==> src/rtl/uart_pkg.sv <==
// Shared definitions for the UART receive path.
package uart_pkg;

   typedef enum logic [2:0] {
      IDLE,
      START,
      DATA,
      STOP,
      BREAK
   } uart_rx_state_t;

   localparam int   UART_DATA_BITS  = 8;
   localparam logic UART_IDLE_LEVEL = 1'b1;

endpackage

==> src/rtl/sync_2ff.sv <==
// Two-flop synchronizer for a single asynchronous pad input.
// The reset value is a parameter so the idle level of the pad can be matched.
module sync_2ff #(
   parameter logic RST_VAL = 1'b0
) (
   input  logic clk,
   input  logic rst,
   input  logic d_i,
   output logic q_o
);

   logic meta_q;
   logic sync_q;

   // Capture the pad, then re-register to let metastability settle.
   always_ff @(posedge clk or posedge rst) begin
      if (rst) begin
         meta_q <= RST_VAL;
         sync_q <= RST_VAL;
      end else begin
         meta_q <= d_i;
         sync_q <= meta_q;
      end
   end

   assign q_o = sync_q;

endmodule

==> src/rtl/uart_byte_rx.sv <==
// 8N1 UART byte receiver, LSB first, one sample per bit at mid-bit.
//
//   state | meaning
//   ------+--------------------------------------------------------------
//   IDLE  | line high, waiting for a falling edge
//   START | half-bit wait, then confirm the start bit is still low
//   DATA  | sampling eight data bits, one bit period apart
//   STOP  | sampling the stop bit; high -> byte out, low -> frame error
//   BREAK | line held low after a bad stop bit; wait for it to go high
//
// The bit timer is a down-counter loaded with (period - 1) and sampled at
// terminal count zero.
module uart_byte_rx
   import uart_pkg::*;
#(
   parameter int CLK_FREQ = 100000000,
   parameter int BAUD     = 1000000
) (
   input  logic                      clk,
   input  logic                      rst,
   input  logic                      rx,
   output logic [UART_DATA_BITS-1:0] data,
   output logic                      new_data,
   output logic                      frame_err,
   output logic                      busy
);

   localparam int CPB   = CLK_FREQ / BAUD;
   localparam int CNT_W = $clog2(CPB);
   localparam int BIT_W = $clog2(UART_DATA_BITS);

   localparam logic [CNT_W-1:0] HALF_TC = CNT_W'(CPB / 2 - 1);
   localparam logic [CNT_W-1:0] FULL_TC = CNT_W'(CPB - 1);
   localparam logic [BIT_W-1:0] LAST_BIT = BIT_W'(UART_DATA_BITS - 1);

   // Below 8 clocks per bit the mid-bit sample point is too coarse to trust.
   if (CPB < 8) begin : g_bad_cpb
      $error("uart_byte_rx: CLK_FREQ/BAUD must be at least 8");
   end

   logic rxs;

   sync_2ff #(
      .RST_VAL (UART_IDLE_LEVEL)
   ) u_sync_rx (
      .clk (clk),
      .rst (rst),
      .d_i (rx),
      .q_o (rxs)
   );

   uart_rx_state_t            state_q,     state_d;
   logic [CNT_W-1:0]          cnt_q,       cnt_d;
   logic [BIT_W-1:0]          bit_idx_q,   bit_idx_d;
   logic [UART_DATA_BITS-1:0] shift_q,     shift_d;
   logic [UART_DATA_BITS-1:0] data_q,      data_d;
   logic                      new_data_q,  new_data_d;
   logic                      frame_err_q, frame_err_d;

   // State, timer, shift register and registered outputs.
   always_ff @(posedge clk or posedge rst) begin
      if (rst) begin
         state_q     <= IDLE;
         cnt_q       <= '0;
         bit_idx_q   <= '0;
         shift_q     <= '0;
         data_q      <= '0;
         new_data_q  <= 1'b0;
         frame_err_q <= 1'b0;
      end else begin
         state_q     <= state_d;
         cnt_q       <= cnt_d;
         bit_idx_q   <= bit_idx_d;
         shift_q     <= shift_d;
         data_q      <= data_d;
         new_data_q  <= new_data_d;
         frame_err_q <= frame_err_d;
      end
   end

   // Next-state and sampling decisions; strobes default low so they last one cycle.
   always_comb begin
      state_d     = state_q;
      cnt_d       = cnt_q;
      bit_idx_d   = bit_idx_q;
      shift_d     = shift_q;
      data_d      = data_q;
      new_data_d  = 1'b0;
      frame_err_d = 1'b0;

      case (state_q)
         IDLE: begin
            if (!rxs) begin
               state_d = START;
               cnt_d   = HALF_TC;
            end
         end

         START: begin
            if (cnt_q == '0) begin
               if (!rxs) begin
                  state_d   = DATA;
                  bit_idx_d = '0;
                  cnt_d     = FULL_TC;
               end else begin
                  // Low pulse shorter than half a bit: treat as noise.
                  state_d = IDLE;
               end
            end else begin
               cnt_d = cnt_q - CNT_W'(1);
            end
         end

         DATA: begin
            if (cnt_q == '0) begin
               shift_d[bit_idx_q] = rxs;
               cnt_d              = FULL_TC;
               if (bit_idx_q == LAST_BIT) begin
                  state_d = STOP;
               end else begin
                  bit_idx_d = bit_idx_q + BIT_W'(1);
               end
            end else begin
               cnt_d = cnt_q - CNT_W'(1);
            end
         end

         STOP: begin
            if (cnt_q == '0) begin
               if (rxs == UART_IDLE_LEVEL) begin
                  data_d     = shift_q;
                  new_data_d = 1'b1;
                  state_d    = IDLE;
               end else begin
                  frame_err_d = 1'b1;
                  state_d     = BREAK;
               end
            end else begin
               cnt_d = cnt_q - CNT_W'(1);
            end
         end

         BREAK: begin
            if (rxs == UART_IDLE_LEVEL) begin
               state_d = IDLE;
            end
         end

         default: begin
            state_d = IDLE;
         end
      endcase
   end

   assign data      = data_q;
   assign new_data  = new_data_q;
   assign frame_err = frame_err_q;
   assign busy      = (state_q != IDLE);

endmodule

==> config.mk <==
export PLATFORM = sky130hd
export DESIGN_NAME = uart_byte_rx
export DESIGN_NICKNAME = d
export VERILOG_FILES = /design/src/rtl/uart_pkg.sv /design/src/rtl/sync_2ff.sv /design/src/rtl/uart_byte_rx.sv
export SDC_FILE = /design/constraint.sdc
export NUM_CORES = 1
export LEC_CHECK = 0
export ABC_AREA = 1
export BUFFER_PORTS_ARGS = -buffer_cell sky130_fd_sc_hd__buf_2
export CORE_UTILIZATION = 45
export DETAILED_ROUTE_END_ITERATION = 8
export PLACE_DENSITY = 0.61
export SYNTH_ARGS = -nofsm -noshare
export SYNTH_HDL_FRONTEND = slang
export SYNTH_SLANG_ARGS = --single-unit
==> constraint.sdc <==
create_clock -name clk -period 4.1 [get_ports clk]
set_input_delay 0.205 -clock clk [delete_from_list [all_inputs] [get_ports clk]]
set_output_delay 0.205 -clock clk [all_outputs]
set_load 0.005 [all_outputs]
==> results.yml <==
logic_synthesis:
  synth_area_leader_cell: "dfrtp_1"
  synth.most_common_cell: "nand2_1"
  ys.flop_type: "dfrtp_1"
  avgSynthCellArea_um2: 8.31
  async_flop_share_pct: 100
  synth_edf_count: 0
  ys_types: 25
  ys_ff_latch: 33
  synth_common_cells: "78 x nand2_1, 31 x dfrtp_1, 19 x nand3_1"
  synth_warnings: 0
  syn-cell-area_mm2: 0.00178
  synth_cells: 214
  synth_nets: 221
  synth_top_area_share_pct: 43.6
  synth_area_leaders: "dfrtp_1 44%, nand2_1 16%, nand3_1 5.3%, inv_1 3.6%, nor2_4 3.2%"
  synth_seq_area_share_pct: 46.6
sta:
  worst_pin_slew_ns: 0.406
  fin_ws_ns: 2.38
  drv_slew: 0
  fin_skew_ns: 0.00343
  rsz0062_at_grt: "false"
  finalHoldViolations: 0
  period_share_pct: 41.9
  relSlewSlack_pct: 72.9
  period_minus_slack_ns: 1.72
  fmax_mhz: 583
  setup_viol: 0
  fin_setup_tns_ns: 0
detailed_routing:
  wl_per_cell_um: 11.6
  viasPerCell: 4.77
  num_vias: 1364
  drc: 0
  firstDrtPassIters: 4
  wl_mm: 3.33
  ant_nets: 0
  drt_iter0_drc: 60
critical_path:
  crit_path_max_fanout: 8
  cp_slowest_cell: "dfrtp_1"
  arrival_ns: 1.89
  crit_path_end_kind: "flop"
  critPathKind: "reg -> reg"
  cp_cell_sequence: "inv_1 -> ha_1 -> inv_1 -> nor2_1 -> nand3_4 -> nor2_4 -> nand3_1 -> nand2_1 -> o21ai_1"
  crit_required_ns: 4.27
  slowest_delay_ns: 0.39
  start_kind: "flop"
  crit_top_cell: "inv_1"
  rrSetupSlack_ns: 2.38
  cp_top_family: "simple AND/OR/NAND/NOR gates"
  critPathBufInv: 2
finish:
  multi_input_area_um2: 851
  diodes: 0
  utilization_pct: 55.6
  seq_area_um2: 828
  fillers: 384
  layout-drive-gt1-share_pct: 23.5
  area_growth_pct: 16.1
  nNetsFinal: 244
clocking:
  numCtsBuffers: 5
  clk_latency_ns: 0.29
  clk_path_buf_depth: 2
  cts_sinks: 33
  htreeDepth: 2
  path_clk_slew_ns: 0.07
  clockRootBuffer: "clkbuf_8"
  cts_tree: "done"
flow_run:
  maxCapViolations: 0
power_and_ir_drop:
  leakagePower_uw: 0.00109
  peakVddDrop_uv: 208
  fin_total_pwr_uw: 707
  cellPowerDensity_mw_per_mm2: 343
grt:
  gr-total-overflow: 0
  grt_usage_pct: 19.6
  grt_pass1_vias: 1325
  antenna_found_initial: 0
  grt_max_degree: 34
  grt_first_pass_wirelength_mm: 6.09
floorplan:
  io_pins: 14
  die-height_um: 64.9
  dieArea_mm2: 0.00421
  core_area_mm2: 0.00372
  die_w_um: 64.9
  initial_utilization_pct: 47.8
  std_cell_rows: 22
placement:
  hpwlAfterDp_mm: 2.50
  pre_cts_ws_ns: 2.39
  gp_congestion: 0.782
  io_buffers: 13
run_status:
  status: "complete, no violations"
min_path:
  hp-class: "reg -> reg"
-- through the flow --
step	hold WS, ns	instances	area [um^2]
after floorplan	0.209	214	1780
after CTS	0.000270	285	2050
final	0.361	286	2060
after global placement	0.311	276	1910
after global routing	0.369	286	2060
after detailed placement	0.316	276	1910
-- cells by family after synthesis --
logic type                 Yosys count  synth area share, %
AOI/OAI and AO/OA                   18                 5.84
adders and majority gates            4                 2.82
DFF                                 33                 46.6
xor gates and xnor gates             1                0.493
buffers and inverters               25                 5.56
and+or+nand+nor                    133                 38.7
-- layout by cell type, fill, tap and decap left out, drive strengths merged --
| master | n |
|---|---|
| a211oi | 1 |
| a21oi | 5 |
| buf | 14 |
| bufinv | 2 |
| clkbuf | 5 |
| clkinv | 2 |
| dfrtp | 31 |
| dfstp | 2 |
| dlygate4sd3 | 2 |
| ha | 4 |
| inv | 24 |
| nand2 | 84 |
| nand3 | 22 |
| nand4 | 8 |
| nor2 | 19 |
| o21ai | 12 |
| xnor2 | 1 |
-- where the power goes --
group	internal [uW]	total, uW	switching [uW]	leakage (uW)
sequential	327	329	1.41	0.000444
clock	241	366	125	0.0000681
combinational	3.15	12.6	9.44	0.000574
total	572	707	136	0.00109
-- final timing paths --
path	from	end	cells past startpoint
setup / recovery	cnt_q[0]	shift_q[6]	9
hold / removal	u_sync_rx.meta_q	u_sync_rx.q_o	0
setup reg to reg	cnt_q[0]	shift_q[6]	9
hold reg to reg	u_sync_rx.meta_q	u_sync_rx.q_o	0
max in group asynchronous	rst	u_sync_rx.meta_q	4
min in group asynchronous	rst	cnt_q[2]	4
-- metal layers --
layer	GRT usage, %	share of wire, %
met5	0	0
met3	5.99	4.0
met2	28.5	41
met1	26.5	53
met4	8.89	2.2
-- worst reg2reg max path, delay by kind of cell (launching register included) --
| kind | cells | cell delay [ns] |
|---|---|---|
| flops | 1 | 0.39 |
| buf+inv | 2 | 0.20 |
| fa+ha+maj | 1 | 0.19 |
| simple gates | 5 | 0.76 |
| compound gates | 1 | 0.06 |
-- area by class of cell --
type | instances | area share (%)
Tap cell | 48 | 2.91
Inverter | 25 | 4.79
Clock inverter | 3 | 3.15
Multi-Input combinational cell | 156 | 41.2
Timing Repair Buffer | 16 | 4.48
Clock buffer | 5 | 3.33
Sequential cell | 33 | 40.1
-- repair_timing --
action                    CTS  global route
hold buffers                1             1
setup buffers               0             0
hold endpoints to repair    3             1
gates resized for setup     0             0
-- flip-flops by register name, indices dropped and copies added, names as in the netlist --
name and flops:
bit_idx_q 3, u_sync_rx.meta_q 1, data 8, new_data 1, shift_q 8, frame_err 1, state_q 3, cnt_q 7
u_sync_rx.q_o 1
(Power assumes the default switching activity.)
